===== src/rtl/spi_txn_arbiter.sv =====
// Round-robin arbiter that shares one spi_controller among REQ_CNT requesters.
// The winner's command is latched, loaded into the controller, and started. The
// arbiter then waits for end-of-transaction or a timeout and returns read data
// and a status to the winner.
module spi_txn_arbiter #(
    parameter int unsigned REQ_CNT        = 4,
    parameter int unsigned DATA_WIDTH     = 64,
    parameter int unsigned PERI_CNT       = 4,
    parameter int unsigned TIMEOUT_CYCLES = 4096,
    localparam int unsigned PIW = (PERI_CNT > 1) ? $clog2(PERI_CNT) : 1,
    localparam int unsigned GIW = (REQ_CNT > 1) ? $clog2(REQ_CNT) : 1
) (
    input  logic                          clk,
    input  logic                          sync_rst,
    input  logic                          clk_en,
    input  logic [REQ_CNT-1:0]            req_valid,
    input  logic [REQ_CNT*PIW-1:0]        req_peri_idx,
    input  logic [REQ_CNT*2-1:0]          req_spi_mode,
    input  logic [REQ_CNT*3-1:0]          req_byte_sel,
    input  logic [REQ_CNT*DATA_WIDTH-1:0] req_wr_data,
    output logic [REQ_CNT-1:0]            req_ready,
    output logic [REQ_CNT-1:0]            rsp_valid,
    output logic [DATA_WIDTH-1:0]         rsp_rd_data,
    output logic [1:0]                    rsp_status,
    output logic                          spi_wr_en,
    output logic [DATA_WIDTH-1:0]         spi_wr_data,
    output logic [1:0]                    spi_mode,
    output logic [2:0]                    spi_byte_sel,
    output logic [PERI_CNT-1:0]           spi_chip_sel_one_cold,
    output logic                          spi_start_txn,
    input  logic                          spi_end_txn,
    input  logic [DATA_WIDTH-1:0]         spi_rd_data,
    output logic                          busy,
    output logic [GIW-1:0]                grant_id
);

    localparam int unsigned TCW      = (TIMEOUT_CYCLES > 1) ? $clog2(TIMEOUT_CYCLES) : 1;
    localparam int unsigned IDX_SPAN = 1 << PIW;

    localparam logic [2:0] StIdle  = 3'd0;
    localparam logic [2:0] StLoad  = 3'd1;
    localparam logic [2:0] StStart = 3'd2;
    localparam logic [2:0] StWait  = 3'd3;
    localparam logic [2:0] StResp  = 3'd4;

    logic [2:0]            state_q, state_d;
    logic [GIW-1:0]        ptr_q;
    logic [GIW-1:0]        grant_q;
    logic [PIW-1:0]        idx_q;
    logic [1:0]            mode_q;
    logic [2:0]            bsel_q;
    logic [DATA_WIDTH-1:0] wdata_q;
    logic [DATA_WIDTH-1:0] rdata_q;
    logic [1:0]            status_q;
    logic [TCW-1:0]        tmo_q;

    logic                  any_valid;
    logic [GIW-1:0]        winner;
    logic [PIW-1:0]        win_idx;
    logic                  win_bad;
    logic [IDX_SPAN-1:0]   idx_ok;
    logic                  tmo_done;
    logic                  en_ok;

    // Strobes are suppressed while stalled or in reset so each lasts one enabled cycle.
    assign en_ok    = clk_en && !sync_rst;
    assign tmo_done = (tmo_q == TCW'(TIMEOUT_CYCLES - 1));
    assign win_idx  = req_peri_idx[winner*PIW +: PIW];
    assign win_bad  = !idx_ok[win_idx];

    // Index values that decode to a real chip select.
    for (genvar g = 0; g < IDX_SPAN; g++) begin : g_idx_ok
        assign idx_ok[g] = (g < PERI_CNT);
    end

    // Round-robin search starting just after the last winner, with wrap-around.
    always_comb begin
        any_valid = 1'b0;
        winner    = '0;
        for (int k = 1; k <= int'(REQ_CNT); k++) begin
            if (!any_valid && req_valid[GIW'((int'(ptr_q) + k) % int'(REQ_CNT))]) begin
                any_valid = 1'b1;
                winner    = GIW'((int'(ptr_q) + k) % int'(REQ_CNT));
            end
        end
    end

    // Next-state logic.
    always_comb begin
        state_d = state_q;
        case (state_q)
            StIdle:  if (any_valid) state_d = win_bad ? StResp : StLoad;
            StLoad:  state_d = StStart;
            StStart: state_d = StWait;
            StWait:  if (spi_end_txn || tmo_done) state_d = StResp;
            StResp:  state_d = StIdle;
            default: state_d = StIdle;
        endcase
    end

    // State, latched command, timeout counter and response registers.
    always_ff @(posedge clk) begin
        if (sync_rst) begin
            state_q  <= StIdle;
            ptr_q    <= GIW'(REQ_CNT - 1);
            grant_q  <= '0;
            idx_q    <= '0;
            mode_q   <= '0;
            bsel_q   <= '0;
            wdata_q  <= '0;
            rdata_q  <= '0;
            status_q <= 2'b00;
            tmo_q    <= '0;
        end else if (clk_en) begin
            state_q <= state_d;
            case (state_q)
                StIdle: begin
                    if (any_valid) begin
                        idx_q   <= win_idx;
                        mode_q  <= req_spi_mode[winner*2 +: 2];
                        bsel_q  <= req_byte_sel[winner*3 +: 3];
                        wdata_q <= req_wr_data[winner*DATA_WIDTH +: DATA_WIDTH];
                        grant_q <= winner;
                        ptr_q   <= winner;
                        if (win_bad) begin
                            rdata_q  <= '0;
                            status_q <= 2'b10;
                        end
                    end
                end
                StStart: tmo_q <= '0;
                StWait: begin
                    // end_txn takes priority over a timeout expiring in the same cycle
                    if (spi_end_txn) begin
                        rdata_q  <= spi_rd_data;
                        status_q <= 2'b00;
                    end else if (tmo_done) begin
                        rdata_q  <= '0;
                        status_q <= 2'b01;
                    end else begin
                        tmo_q <= tmo_q + TCW'(1);
                    end
                end
                default: ;
            endcase
        end
    end

    // One-hot accept and response strobes.
    always_comb begin
        req_ready = '0;
        rsp_valid = '0;
        if (en_ok && state_q == StIdle && any_valid) req_ready[winner] = 1'b1;
        if (en_ok && state_q == StResp) rsp_valid[grant_q] = 1'b1;
    end

    // Chip select is driven low only through START and WAIT.
    always_comb begin
        spi_chip_sel_one_cold = '1;
        if (state_q == StStart || state_q == StWait) begin
            for (int p = 0; p < int'(PERI_CNT); p++) begin
                if (idx_q == PIW'(p)) spi_chip_sel_one_cold[p] = 1'b0;
            end
        end
    end

    assign spi_wr_en     = en_ok && (state_q == StLoad);
    assign spi_start_txn = en_ok && (state_q == StStart);
    assign spi_wr_data   = wdata_q;
    assign spi_mode      = mode_q;
    assign spi_byte_sel  = bsel_q;
    assign rsp_rd_data   = rdata_q;
    assign rsp_status    = status_q;
    assign busy          = (state_q != StIdle);
    assign grant_id      = grant_q;

endmodule


===== config.mk =====
export PLATFORM = sky130hd
export DESIGN_NAME = spi_txn_arbiter
export DESIGN_NICKNAME = d
export VERILOG_FILES = /design/src/rtl/spi_txn_arbiter.sv
export SDC_FILE = /design/constraint.sdc
export NUM_CORES = 1
export LEC_CHECK = 0
export BUFFER_PORTS_ARGS = -buffer_cell sky130_fd_sc_hd__buf_2
export CAP_MARGIN = 0
export CORE_AREA = 2 2 200 202
export DETAILED_ROUTE_END_ITERATION = 7
export DIE_AREA = 0 0 202 204
export PLACE_DENSITY = 0.5
export SYNTH_ARGS = -nofsm -noshare
export SYNTH_HDL_FRONTEND = slang
export SYNTH_SLANG_ARGS = --single-unit

===== constraint.sdc =====
create_clock -name clk -period 2.4 [get_ports clk]
set_input_delay 0.12 -clock clk [delete_from_list [all_inputs] [get_ports clk]]
set_output_delay 0.12 -clock clk [all_outputs]
set_load 0.01 [all_outputs]

== Yosys cells after proc, flatten, opt, wreduce, memory -nomap -nowiden ==
Cells that the tools add are included.

* Logic and storage cells: 119
* Bits of input ports: 356
* Register bits: 156
* Output and inout port bits: 152

* Reduce and logical (&&, ||, !) cells: 26
* Shift operators: 4
* Add/subtract/negate cells: 5
* Mux-type cells: 50
* Magnitude comparators: 9
* Multiply operators: 1
* Eq/ne operators: 14

{| class="wikitable"
|+ Operators with widths
! cell !! number
|-
| $mux 64 || 4
|-
| $shiftx 256x9->64 || 1
|-
| $pmux 64 s2 || 1
|-
| $mux 12 || 2
|-
| $pmux 12 s2 || 1
|-
| $mux 1 || 19
|-
| $lt 2x4->1 const B || 4
|-
| $mux 2 || 8
|-
| $shiftx 8x4->2 || 2
|-
| $add 12x1->12 const B || 1
|-
| $eq 12x12->1 const B || 1
|-
| $mux 4 || 3
|-
| $pmux 3 s4 || 1
|-
| $shiftx 12x5->3 || 1
|-
| $logic_and 1x1->1 || 11
|-
| $bmux 1 s2 || 5
|-
| $ne 2x2->1 const B || 5
|-
| $lt 2x3->1 const B || 3
|-
| $mux 3 || 3
|-
| $eq 3x2->1 const B || 2
|-
| $reduce_and 3->1 || 2
|-
| $reduce_and 5->1 || 1
|-
| $add 2x1->2 const B || 2
|-
| $add 2x2->2 const B || 2
|-
| 16 further kinds || 24
|}

== Longest topological paths before layout ==
* Depth after elaboration: 20
* Mapped depth: 8
* Mapped depth without buffers: 6

== Least setup slack after synthesis ==
Ideal clock, no wire load.

* Path kind: register to register
* Start: reg ptr_q[0]
* End: reg wdata_q[26], in the netlist spi_wr_data[26]
* Clock period less this slack: 1.874 ns
* Required time: 2.260 ns
* Library setup time: 0.140 ns
* Path slack: 0.526 ns
* Path buffers: 1
* Cell stages (with the launch flop): 7
* Data arrival time: 1.734 ns
* Path through: dfxtp_1 -> and2b_1 -> a221oi_4 -> buf_6 -> mux2_1 -> nand2_1 -> a211oi_2

* Cells in the longest elaborated chain, start to end: 15
* Elaborated cells between the ends (all ways): 32
* Classes of those cells: add/sub: 4; shift: 1; mux: 20; reduce/logical: 7

{| class="wikitable"
|+ Ends and longest elaborated chain
! item !! line !! RTL
|-
| start: declaration || 47 || <nowiki>logic [GIW-1:0] ptr_q;</nowiki>
|-
| start signal: assignment || 105 || <nowiki>ptr_q <= GIW'(REQ_CNT - 1);</nowiki>
|-
| start signal: assignment || 124 || <nowiki>ptr_q <= winner;</nowiki>
|-
| $add 2x1->2 || 81, 83 ||
|-
| $bmux 1 s2 || 81 || <nowiki>if (!any_valid && req_valid[GIW'((int'(ptr_q) + k) % int'(REQ_CNT))]) begin</nowiki>
|-
| $mux 1 (not written as such) (2 in series) || 81 ||
|-
| $mux 1 || 81 ||
|-
| $logic_not 1->1 || 81 ||
|-
| $logic_and 1x1->1 || 81 ||
|-
| $mux 1 || 81 ||
|-
| $logic_not 1->1 || 81 ||
|-
| $logic_and 1x1->1 || 81 ||
|-
| $mux 1 || 81 ||
|-
| $logic_not 1->1 || 81 ||
|-
| $logic_and 1x1->1 || 81 ||
|-
| $mux 2 / $mux 1 (equally long branches) || 81 ||
|-
| $shiftx 256x9->64 / $reduce_and 3->1 (equally long branches) || - ||
|-
| end signal: assignment || 122 || <nowiki>wdata_q <= req_wr_data[winner*DATA_WIDTH +: DATA_WIDTH];</nowiki>
|-
| end: declaration || 52 || <nowiki>logic [DATA_WIDTH-1:0] wdata_q;</nowiki>
|}

Parallel ways exist; a longest one is shown, timed or not. The select of a mux whose other input is x is not followed.
A chain may end at the register's enable or synchronous reset.

== Final worst setup path ==
* Start: reg ptr_q[0]
* End: out req_ready[1]

* Cells in the longest elaborated chain, start to end: 19
* Elaborated cells between the ends (all ways): 37
* Classes of those cells: add/sub: 4; order compare: 2; mux: 23; reduce/logical: 8

{| class="wikitable"
|+ Ends and longest elaborated chain
! item !! line !! RTL
|-
| $add 2x1->2 || 81, 83 ||
|-
| $bmux 1 s2 || 81 ||
|-
| $mux 1 (not written as such) (2 in series) || 81 ||
|-
| $mux 1 || 81 ||
|-
| $logic_not 1->1 || 81 ||
|-
| $logic_and 1x1->1 || 81 ||
|-
| $mux 1 || 81 ||
|-
| $logic_not 1->1 || 81 ||
|-
| [... 2 more ...] || - ||
|-
| $logic_not 1->1 || 81 ||
|-
| $logic_and 1x1->1 || 81 ||
|-
| $mux 2 || 81 ||
|-
| $lt 2x3->1 (not written as such) / $ge 2x1->1 (equally long branches) || 153 || <nowiki>if (en_ok && state_q == StIdle && any_valid) req_ready[winner] = 1'b1;</nowiki>
|-
| $logic_and 1x1->1 (not written as such) || 153 ||
|-
| $mux 1 (not written as such) || 153 ||
|-
| $demux 1 s2 || 153 ||
|-
| $mux 4 (*) || 153 ||
|-
| end: declaration || 21 || <nowiki>output logic [REQ_CNT-1:0] req_ready,</nowiki>
|}

Every way passes the cells marked *; elsewhere a longest branch is shown, timed or not. The select of a mux whose other input is x is not followed.

==> run metrics <==
Rel. slew slack=0.497; Post-CTS Hold Buffers=64; global route total overflow=0; PwrDens=639 nW/um^2; WL/cell=18.3 um; largest net degree at the start of global routing=66; Initial DRC Count=474; most frequent cell after synthesis=dfxtp_1; leakage=5.48 nW; GP Congestion=0.854; fill count=4,119; Yosys reg bits=156; final hold vios=0; Clock Path Buffers=2; Vert. Die Dim=204 um; vias in the first global route=8,489; core footprint=39,200 sq um; drt first pass iters=4; DRC=0; grt peak-use layer=met2; nets=1,689; initial antenna violation count=3; CP max FO=14; GR Util All Layers=0.160; H-tree lvl count=4; layout cell share with drive strength beyond 1=0.434; IO Port Bufs=507; combinational power share=0.256; count of final setup violators=0; Seq/Total Area, Yosys=0.417; met1 usage=0.190; Max rail drop VDD=0.435 mV; max-cap viol count=0; Post-Syn Nets=1,150; io pins=508; GRT met2 Usage=0.280; top_reg_cell synth=dfxtp_1; Slew @ Worst Pin=754 ps; Die ar.=41,200 sq um; CP Cell Sequence=nand2b_1 -> a311oi_1 -> nor2b_4 -> and3_1 -> buf_2; most frequent cells after synthesis=156 x dfxtp_1, 92 x nor2_1, 88 x nand2_1; Worst EP required=2280 ps; Switch Pwr=0.00249 W; Peak Freq=447 MHz; area of the mapped netlist=7490 sq um; Setup TNS=0 ps; Worst setup SP type=flip-flop; met3 usage=0.0373; post_cts resized=0; Setup crit end kind=output pin; Starting Density=0.191; Switching Share=0.328; CP max stage delay=490 ps; clock root cell=clkbuf_16; die width=202 um; Num CTS Buffers=17; Synth area leader=dfxtp_1; CTS Sinks=156; Final WS setup=161 ps; Buf/Inv on CP=1; area growth from synthesis to layout=58.5%; EDFF count, synth=0; Cells after Synth=793; Vias=8,490; CP Class=flip-flop to output pin; Pins Over Slew Limit=0; Pint=0.00510 W; clk_lat worst skew=440 ps; Post-synth ARST share=0; Clk pwr share=0.366; ANT nets after route=0; area share of the largest cell type after synthesis=0.417; Hold Crit Class=primary input to flip-flop; Setup WS pre-CTS=296 ps; Avg Inst Size Synth=9.45 sq um; Worst EP arrival=2120 ps; Ys Warns=0; post-layout minimum cycle time=2240 ps; global-route wire length before repair=50,200 um; outcome=finished clean; Synth area leaders=dfxtp_1 42%, mux2_1 10%, a221oi_1 8.4%, a22o_1 7.5%, a211oi_1 6.1%; Worst-path clk slew=70 ps; critical path's slowest cell=a311oi_1; count of different cell masters after synthesis=53; Detailed Place HPWL=25,800 um; Setup Fix Bufs, Post-CTS=0; Seq pwr share=0.378; CP top delay family=simple AND/OR/NAND/NOR gates; Via density=4.54; final worst-path cycle share=0.933; final wirelength=34,200 um; unrepaired setup endpoints after global routing=false; num rows=73; clock skew=10.7 ps; TritonCTS clock tree=built
## logic make-up after synthesis
logic type               count (synthesis)  share of synthesized area
AO/OA/AOI/OAI                          247                      0.277
AND/OR/NAND/NOR                        234                      0.137
flip-flops                             156                      0.417
buffers and inverters                   80                     0.0551
multiplexers                            73                      0.109
XOR/XNOR                                 2                    0.00234
adder cells (fa/ha/maj)                  1                    0.00167
## cells in the final DEF, fill, tap and decap left out, types with 11 or more instances in the layout
master and instances:
a211oi_1 61, a21oi_1 11, a221oi_1 72, a22o_1 64
buf_2 506, buf_4 15, clkbuf_16 17, dfxtp_1 156
dlygate4sd3_1 64, mux2_1 69, nand2_1 87, nor2_1 90
## worst reg2reg max path, stage by stage (launching register included)
cell and delay, ps:
dfxtp_1 360, nand2b_1 230, a311oi_1 490, nor2b_4 200, buf_4 270, a221oi_1 380
a211oi_1 120
## worst paths after layout
kind | startpoint | to | slack, ps | depth (start not counted)
worst min-delay path | req_wr_data[155] | spi_wr_data[27] | 30 | 3
worst max-delay path | ptr_q[0] | req_ready[1] | 160 | 5
worst max register to register | ptr_q[0] | spi_wr_data[43] | 230 | 6
worst min register to register | rsp_status[1] | rsp_status[1] | 460 | 1
## layer usage
layer / up-vias / share of wire
li1: 4100 / -
met1: 4001 / 0.41
met2: 349 / 0.50
met3: 38 / 0.060
met4: 2 / 0.028
met5: - / 0.00038
## state kept, by name, indices dropped and copies added, names as in the netlist
signal	cells
spi_wr_data	64
state_q	3
tmo_q	12
spi_mode	2
ptr_q	2
rsp_rd_data	64
idx_q	2
spi_byte_sel	3
grant_id	2
rsp_status	2
## power by group through the flow
stage / registers, W / clock network [W] / logic, W
global route: 0.00289 / 0.00298 / 0.00213
floorplan: 0.00298 / 0 / 0.000958
finish: 0.00287 / 0.00277 / 0.00195
detailed placement: 0.00293 / 0 / 0.00188
global placement: 0.00292 / 0 / 0.00188
CTS: 0.00287 / 0.00287 / 0.00197
## area by class of cell
class	instances	area (sq um)	share of cell area
antenna	1	2.50	0.000211
clock inverter	14	155	0.0131
timing repair buffer	593	3450	0.290
tap	525	657	0.0553
multi-input combinational	557	4030	0.340
sequential	156	3120	0.263
inverter	7	26.3	0.00221
clock buffer	18	429	0.0362
## per-stage QoR
stage | cells | hold slack (ps) | total power, W | util | instance area (sq um)
2_1_floorplan | 793 | 253 | 0.00393 | - | 7490
3_3_place_gp | 1774 | 337 | 0.00480 | 0.272 | 10600
3_5_place_dp | 1774 | 340 | 0.00481 | 0.272 | 10600
4_1_cts | 1870 | 2.70 | 0.00771 | 0.303 | 11900
5_1_grt | 1870 | 20.2 | 0.00800 | 0.303 | 11900
6_report | 1871 | 34.6 | 0.00759 | 0.303 | 11900
Power figures use the tool's default switching activity.
